--- config.mk ---
export PLATFORM = sky130hd
export DESIGN_NAME = tile_mover
export DESIGN_NICKNAME = d
export VERILOG_FILES = /design/src/rtl/tile_mover.sv
export SDC_FILE = /design/constraint.sdc
export NUM_CORES = 1
export LEC_CHECK = 0
export ABC_AREA = 1
export BUFFER_PORTS_ARGS = -buffer_cell sky130_fd_sc_hd__buf_4
export CORE_MARGIN = 3
export CORE_UTILIZATION = 36
export DETAILED_ROUTE_END_ITERATION = 10
export GPL_TIMING_DRIVEN = 0
export MAX_ROUTING_LAYER = met4
export PLACE_DENSITY = 0.65
export REMOVE_ABC_BUFFERS = 1
export SLEW_MARGIN = 10
export SYNTH_ARGS = -nofsm -noshare
export SYNTH_HDL_FRONTEND = slang
export SYNTH_SLANG_ARGS = --single-unit
export TNS_END_PERCENT = 50
--- constraint.sdc ---
create_clock -name vga_pix_clk -period 5.2 [get_ports vga_pix_clk]
set_clock_uncertainty 0.05 [all_clocks]
set_input_delay 1.3 -clock vga_pix_clk [delete_from_list [all_inputs] [get_ports vga_pix_clk]]
set_output_delay 1.3 -clock vga_pix_clk [all_outputs]
set_load 0.02 [all_outputs]
--- src/rtl/tile_mover.sv ---
// tile_mover: moves one TILE x TILE sprite across a tile map, one frame at a time.
// A frame update starts on frame_stb. It probes the map for the pending turn request,
// probes again for the current heading, then moves the sprite by a fraction of a pixel
// (speed/256 px per frame). The map is a synchronous ROM outside this block.
//
// Ports:
//   vga_pix_clk   - sole clock
//   rst           - asynchronous, active-high reset
//   frame_stb     - one-cycle frame pulse; starts an update when idle and enabled
//   enable        - 0 = frame_stb is ignored
//   dir_req_valid - strobe: dir_req is loaded as the pending turn request
//   dir_req       - requested direction (0=UP 1=RIGHT 2=LEFT 3=DOWN)
//   speed         - pixels per frame in 1/256 units (0..256)
//   tile_addr     - map read address (row*MAP_W_TILES+col), combinational
//   tile_data     - map word for the previous cycle's tile_addr; nonzero = wall
//   x_pos, y_pos  - sprite top-left pixel
//   cur_dir       - current heading
//   blocked       - last frame's move was stopped by a wall
//   step_done     - one-cycle pulse; the frame update is complete and visible
//   overrun       - sticky; a frame_stb arrived while an update was in progress
//
// Strobe semantics: frame_stb and dir_req_valid are single-cycle strobes with no
// back-pressure. A frame_stb that arrives while busy is dropped and flagged on overrun.
// dir_req_valid is always taken, and the latest request replaces any earlier one.
module tile_mover #(
    parameter int MAP_W_TILES = 32,
    parameter int MAP_H_TILES = 36,
    parameter int TILE        = 8,
    parameter int POS_W       = 9,
    parameter int START_X     = 8,
    parameter int START_Y     = 32,
    parameter int START_DIR   = 1,
    parameter int BUF_FRAMES  = 8,
    localparam int ADDR_W     = $clog2(MAP_W_TILES * MAP_H_TILES)
) (
    input  logic              vga_pix_clk,
    input  logic              rst,
    input  logic              frame_stb,
    input  logic              enable,
    input  logic              dir_req_valid,
    input  logic [1:0]        dir_req,
    input  logic [8:0]        speed,
    output logic [ADDR_W-1:0] tile_addr,
    input  logic [3:0]        tile_data,
    output logic [POS_W-1:0]  x_pos,
    output logic [POS_W-1:0]  y_pos,
    output logic [1:0]        cur_dir,
    output logic              blocked,
    output logic              step_done,
    output logic              overrun
);

    localparam int TSH    = $clog2(TILE);
    localparam int PW     = POS_W + 1;    // one spare bit for probe arithmetic
    localparam int X_SPAN = MAP_W_TILES * TILE;
    localparam int CNT_W  = (BUF_FRAMES > 0) ? $clog2(BUF_FRAMES + 1) : 1;

    localparam logic [1:0] DIR_UP    = 2'd0;
    localparam logic [1:0] DIR_RIGHT = 2'd1;
    localparam logic [1:0] DIR_LEFT  = 2'd2;
    localparam logic [1:0] DIR_DOWN  = 2'd3;

    localparam logic [PW-1:0]    P_ONE   = PW'(1);
    localparam logic [PW-1:0]    P_TILE  = PW'(TILE);
    localparam logic [PW-1:0]    P_XSPAN = PW'(X_SPAN);
    localparam logic [PW-1:0]    P_H     = PW'(MAP_H_TILES);
    localparam logic [POS_W-1:0] POS_ONE = POS_W'(1);
    localparam logic [POS_W-1:0] X_LAST  = POS_W'(X_SPAN - 1);
    localparam logic [CNT_W-1:0] CNT_ONE = CNT_W'(1);

    typedef enum logic [2:0] {IDLE, REQ_RD, REQ_CHK, CUR_RD, CUR_CHK} state_t;
    state_t state;

    logic             pend_valid;
    logic [1:0]       pend_dir;
    logic [CNT_W-1:0] exp_cnt;
    logic [7:0]       acc;
    logic             oob_q;       // the probe issued last cycle fell outside the map rows
    logic [1:0]       req_dir_q;   // pending direction that was actually probed
    logic             accepted_q;  // a turn was taken this frame

    // Probe pixel and map address
    logic [1:0]    probe_dir;
    logic [PW-1:0] px, py, probe_col, probe_row;
    logic          probe_oob;

    always_comb begin
        probe_dir = (state == REQ_RD) ? pend_dir : cur_dir;
        px        = PW'(x_pos);
        py        = PW'(y_pos);
        probe_oob = 1'b0;
        case (probe_dir)
            DIR_UP: begin
                if (y_pos == '0) probe_oob = 1'b1;
                else             py = PW'(y_pos) - P_ONE;
            end
            DIR_DOWN: py = PW'(y_pos) + P_TILE;
            DIR_LEFT: px = (x_pos == '0) ? (P_XSPAN - P_ONE) : (PW'(x_pos) - P_ONE);
            default: begin
                px = PW'(x_pos) + P_TILE;
                if (px >= P_XSPAN) px = px - P_XSPAN;  // columns wrap horizontally
            end
        endcase
        probe_col = px >> TSH;
        probe_row = py >> TSH;
        if (probe_row >= P_H) probe_oob = 1'b1;
        tile_addr = probe_oob ? '0
                  : ADDR_W'(probe_row) * ADDR_W'(MAP_W_TILES) + ADDR_W'(probe_col);
    end

    // Data arriving this cycle belongs to last cycle's probe; off-map rows count as wall.
    logic wall;
    assign wall = oob_q || (tile_data != 4'd0);

    // Alignment is measured on the axis the sprite is currently moving along.
    logic cur_horiz, aligned;
    assign cur_horiz = cur_dir[0] ^ cur_dir[1];
    assign aligned   = cur_horiz ? (x_pos[TSH-1:0] == '0) : (y_pos[TSH-1:0] == '0);

    // Opposite pairs (0/3, 1/2) are bitwise complements of each other.
    logic req_same, req_opp, req_ok;
    assign req_same = (pend_dir == cur_dir);
    assign req_opp  = (pend_dir == ~cur_dir);
    assign req_ok   = !req_same && !wall && (req_opp || aligned);

    logic [9:0] sum;
    logic       step;
    assign sum  = {2'b00, acc} + {1'b0, speed};
    assign step = |sum[9:8];

    always_ff @(posedge vga_pix_clk or posedge rst) begin
        if (rst) begin
            state      <= IDLE;
            x_pos      <= POS_W'(START_X);
            y_pos      <= POS_W'(START_Y);
            cur_dir    <= 2'(START_DIR);
            pend_valid <= 1'b0;
            pend_dir   <= DIR_UP;
            exp_cnt    <= '0;
            acc        <= '0;
            oob_q      <= 1'b0;
            req_dir_q  <= DIR_UP;
            accepted_q <= 1'b0;
            blocked    <= 1'b0;
            step_done  <= 1'b0;
            overrun    <= 1'b0;
        end else begin
            step_done <= 1'b0;
            if (frame_stb && enable && state != IDLE) overrun <= 1'b1;
            case (state)
                IDLE: if (frame_stb && enable) state <= REQ_RD;
                REQ_RD: begin
                    oob_q     <= probe_oob;
                    req_dir_q <= pend_dir;
                    state     <= REQ_CHK;
                end
                REQ_CHK: begin
                    accepted_q <= 1'b0;
                    // A request replaced during REQ_RD was not probed; it waits a frame.
                    if (pend_valid && pend_dir == req_dir_q) begin
                        if (req_same) begin
                            pend_valid <= 1'b0;
                        end else if (req_ok) begin
                            cur_dir    <= pend_dir;
                            pend_valid <= 1'b0;
                            accepted_q <= 1'b1;
                        end
                    end
                    state <= CUR_RD;
                end
                CUR_RD: begin
                    oob_q <= probe_oob;
                    state <= CUR_CHK;
                end
                CUR_CHK: begin
                    if (aligned && wall) begin
                        blocked <= 1'b1;
                    end else begin
                        blocked <= 1'b0;
                        acc     <= sum[7:0];
                        if (step) begin
                            case (cur_dir)
                                DIR_UP:   y_pos <= y_pos - POS_ONE;
                                DIR_DOWN: y_pos <= y_pos + POS_ONE;
                                DIR_LEFT: x_pos <= (x_pos == '0) ? X_LAST : x_pos - POS_ONE;
                                default:  x_pos <= (x_pos == X_LAST) ? '0 : x_pos + POS_ONE;
                            endcase
                        end
                    end
                    if (BUF_FRAMES > 0 && pend_valid && !accepted_q) begin
                        if (exp_cnt <= CNT_ONE) begin
                            exp_cnt    <= '0;
                            pend_valid <= 1'b0;
                        end else begin
                            exp_cnt <= exp_cnt - CNT_ONE;
                        end
                    end
                    step_done <= 1'b1;
                    state     <= IDLE;
                end
                default: state <= IDLE;
            endcase
            // A fresh request overrides any clear/expiry decided above in the same cycle.
            if (dir_req_valid) begin
                pend_valid <= 1'b1;
                pend_dir   <= dir_req;
                exp_cnt    <= CNT_W'(BUF_FRAMES);
            end
        end
    end

endmodule

==> impl_results.md <==
- Clock share of power: 12.5%
- Via total after detailed routing: 3770
- Share of cells above drive strength 1: 17.6%
- Most frequent cells in the layout: sky130_fd_sc_hd__nand2_1, sky130_fd_sc_hd__inv_1, sky130_fd_sc_hd__buf_4
- DRC violation total after the first TritonRoute iteration: 213
- Vertical extent of the die: 111 um
- Number of library cell types mapped by synthesis: 45
- Total power consumption of the routed design: 2660 uW
- Endpoints failing setup: 0
- Fraction of the yosys area taken by sequential cells: 28.3%
- Number of fillers in the final layout: 1086
- Relative slew slack: 53.3%
- Reg2Reg Setup Slack: 2.02 ns
- Number of buffers inserted by port buffering: 53
- CP Max Fanout: 6
- Final weighted congestion in routability-driven placement: 0.968
- Number of cell instances on the worst register-to-register path: 14
- Syn Area/Cell: 7.07 sq um
- Initial antenna violation count: 0
- Mean number of vias per cell: 4.98
- Placement row count: 37
- Aggregate global routing overflow: 0
- Arrival time reported for the critical path endpoint: 3.50 ns
- Power density cells: 566 mW/mm^2
- Power spent charging and discharging nets: 1340 uW
- Required time at the worst-slack endpoint: 3.85 ns
- Worst Setup Path Type: reg2out
- Highest attainable clock frequency: 206 MHz
- Number of hold violations in the final report: 0
- Status: finished, final reports clean
- Commonest non-fill, non-tap cell in the layout: sky130_fd_sc_hd__nand2_1
- Post-route core utilization: 44.5%
- Final count of pins violating max slew: 0
- Maximum number of pins on one net before global-route repair: 24
- Number of CTS-inserted buffers: 5
- Summed instance area of the synthesized netlist: 0.00400 sq mm
- Share of power burned in registers: 21.4%
- Initial core utilization: 37.8%
- Internal power: 1320 uW
- Max Cap Violations: 0
- Top Ports: 54
- Proportion of total power due to net switching: 50.4%
- Instance count of the mapped netlist: 565
- Actual slew at the worst max-slew pin: 0.701 ns
- Share of async-settable or async-resettable flops after synthesis: 100%
- Worst hold path depth: 2
- RSZ-0062 raised after global routing: false
- Total clock sinks: 45
- Final sum of negative setup slack: 0 ns
- Routed wire length: 9750 um
- Top cells by area in the synthesized netlist: sky130_fd_sc_hd__dfrtp_1, sky130_fd_sc_hd__nand2_1, sky130_fd_sc_hd__ha_1
- Count of flip-flops with a built-in enable after synthesis: 0
- Synth-to-layout area growth: 17.6%
- Shortest clock period the worst path allows after layout: 4.85 ns
- Antenna Violating Nets Remaining: 0
- Clock tree from TritonCTS: yes
- Portion of synthesized cell area occupied by the leading cell type: 26.3%
- Worst-path clk slew: 0.10 ns
- Synth area leader: sky130_fd_sc_hd__dfrtp_1
- Seq cells post-synth: 45
- Cell leakage power: 0.00238 uW
- Main flop type after synthesis: sky130_fd_sc_hd__dfrtp_1
- Kind of path behind the tightest hold check: reg2reg
- Number of warnings reported in the yosys synthesis log: 0
- Quantity of hold-fixing buffers added after cts: 0
- Vias in the first global route: 3708
- Startpoint types: register
- Endpoint class of the critical path: primary output
- Maximum count of clock buffers along a single path: 2
- First-pass GRT wire length: 17000 um
- Clock latency of the later-clocked register in the worst-skew pair: 0.31 ns
- Wire per inst: 12.9 um
- Max VDD drop: 0.340 mV
- Share of the cycle needed by the critical path after routing: 93.2%
- Post-Route Hold Slack: 0.434 ns
- Antenna Diode Count: 0
- Detailed placement HPWL: 7670 um
- Number of nets in the layout: 675
- Buffer type at the clock tree root: sky130_fd_sc_hd__clkbuf_8
- Number of remaining DRC errors: 0
- Gr usage total: 16.8%
- H-tree depth: 2
- Gate power share: 66.1%
- Width of the die: 111 um
- Die Area: 0.0124 sq mm
- Number of detailed-route iterations in the first pass: 4
- Floorplan core area: 0.0106 sq mm
==> repair_timing <==
| item | 4_1_cts | 5_1_grt |
|---|---|---|
| endpoints found under the setup margin | 4 | 10 |
| gates resized for setup | 2 | 3 |
| setup buffers | 3 | 0 |
==> final cells by class <==
class / instances / area [sq um] / area share [%]
clock buffers: 5 / 68.8 / 1.46
multi-input cells: 433 / 2520 / 53.7
clock inverters: 3 / 68.8 / 1.46
inverters: 78 / 297 / 6.31
repair buffers: 57 / 440 / 9.37
well taps: 136 / 170 / 3.62
flip-flops and latches: 45 / 1130 / 24.0
==> flip-flops by register name, indices dropped and copies added (netlist names) <==
| register | flops |
|---|---|
| step_done | 1 |
| acc | 8 |
| x_pos | 9 |
| oob_q | 1 |
| y_pos | 9 |
| state | 3 |
| accepted_q | 1 |
| pend_dir | 2 |
| req_dir_q | 2 |
| cur_dir | 2 |
| exp_cnt | 4 |
| blocked | 1 |
| overrun | 1 |
| pend_valid | 1 |
==> power by group through the flow <==
stage | combinational, uW | clock, uW | sequential [uW]
2_1_floorplan | 1270 | 0 | 577
3_3_place_gp | 1710 | 0 | 573
3_5_place_dp | 1760 | 0 | 574
4_1_cts | 1780 | 341 | 570
5_1_grt | 1990 | 358 | 590
6_report | 1760 | 332 | 570
==> per-layer routing <==
| layer | track usage [%] | wire, um | up-vias |
|---|---|---|---|
| met5 | - | 0 | - |
| met4 | 4.54 | 167 | 0 |
| met3 | 2.93 | 338 | 14 |
| met2 | 27.9 | 4600 | 63 |
| met1 | 21.2 | 4630 | 1722 |
| li1 | - | - | 1971 |
==> worst max-delay path: stages (launching register included) <==
cell and delay [ns]:
sky130_fd_sc_hd__dfrtp_1 0.44, sky130_fd_sc_hd__nor3_2 0.29, sky130_fd_sc_hd__inv_1 0.15, sky130_fd_sc_hd__a21oi_2 0.22, sky130_fd_sc_hd__inv_1 0.09, sky130_fd_sc_hd__ha_2 0.42
sky130_fd_sc_hd__clkinvlp_4 0.16, sky130_fd_sc_hd__a21oi_1 0.14, sky130_fd_sc_hd__a22oi_1 0.10, sky130_fd_sc_hd__ha_1 0.25, sky130_fd_sc_hd__fa_1 0.41, sky130_fd_sc_hd__nand3_1 0.10
sky130_fd_sc_hd__nor2_1 0.05, sky130_fd_sc_hd__xor2_1 0.17, sky130_fd_sc_hd__nor2_2 0.04, sky130_fd_sc_hd__buf_4 0.16
==> cells in the mapped netlist, types with 4 or more instances <==
master / n
sky130_fd_sc_hd__clkbuf_1: 4
sky130_fd_sc_hd__nor2_2: 13
sky130_fd_sc_hd__nand4_1: 7
sky130_fd_sc_hd__inv_1: 75
sky130_fd_sc_hd__o21ai_1: 10
sky130_fd_sc_hd__xnor2_1: 8
sky130_fd_sc_hd__ha_1: 32
sky130_fd_sc_hd__nand2_1: 133
sky130_fd_sc_hd__a21oi_1: 30
sky130_fd_sc_hd__o211ai_1: 6
sky130_fd_sc_hd__nand3_1: 30
sky130_fd_sc_hd__nand2_2: 7
sky130_fd_sc_hd__nor3_1: 9
sky130_fd_sc_hd__nor2_4: 4
sky130_fd_sc_hd__nor2_1: 40
sky130_fd_sc_hd__buf_6: 4
sky130_fd_sc_hd__o21ai_0: 51
sky130_fd_sc_hd__a22oi_1: 4
sky130_fd_sc_hd__dfrtp_1: 42
sky130_fd_sc_hd__xor2_1: 16
==> metrics by stage <==
stage	cell area, sq um	worst slack (ns)	std cells
2_1_floorplan	3930	0.831	556
3_3_place_gp	4500	0.210	745
3_5_place_dp	4520	0.131	746
4_1_cts	4690	0.122	757
5_1_grt	4700	0.00942	757
6_report	4700	0.353	757
==> logic make-up (layout without fill, tap and decap cells) <==
kind of cell | count (synthesis) | after routing | synth area share (%)
adder cells (fa/ha/maj) | 35 | 35 | 11.5
AND/OR/NAND/NOR | 254 | 254 | 28.9
buffers and inverters | 87 | 143 | 8.96
multiplexers | 2 | 2 | 0.501
flip-flops | 45 | 45 | 28.3
AO/OA/AOI/OAI | 118 | 118 | 16.6
XOR/XNOR | 24 | 24 | 5.26
==> worst paths after layout <==
kind                                         from                endpoint
setup / recovery             state[1]$_DFFE_PP0P_            tile_addr[9]
hold / removal             pend_valid$_DFFE_PP0P_  pend_valid$_DFFE_PP0P_
setup reg to reg             state[1]$_DFFE_PP0P_       oob_q$_DFFE_PP0P_
hold reg to reg            pend_valid$_DFFE_PP0P_  pend_valid$_DFFE_PP0P_
max in group asynchronous                     rst    x_pos[3]$_DFFE_PP1P_
min in group asynchronous                     rst      acc[5]$_DFFE_PP0P_
Power figures use the tool's default switching activity.
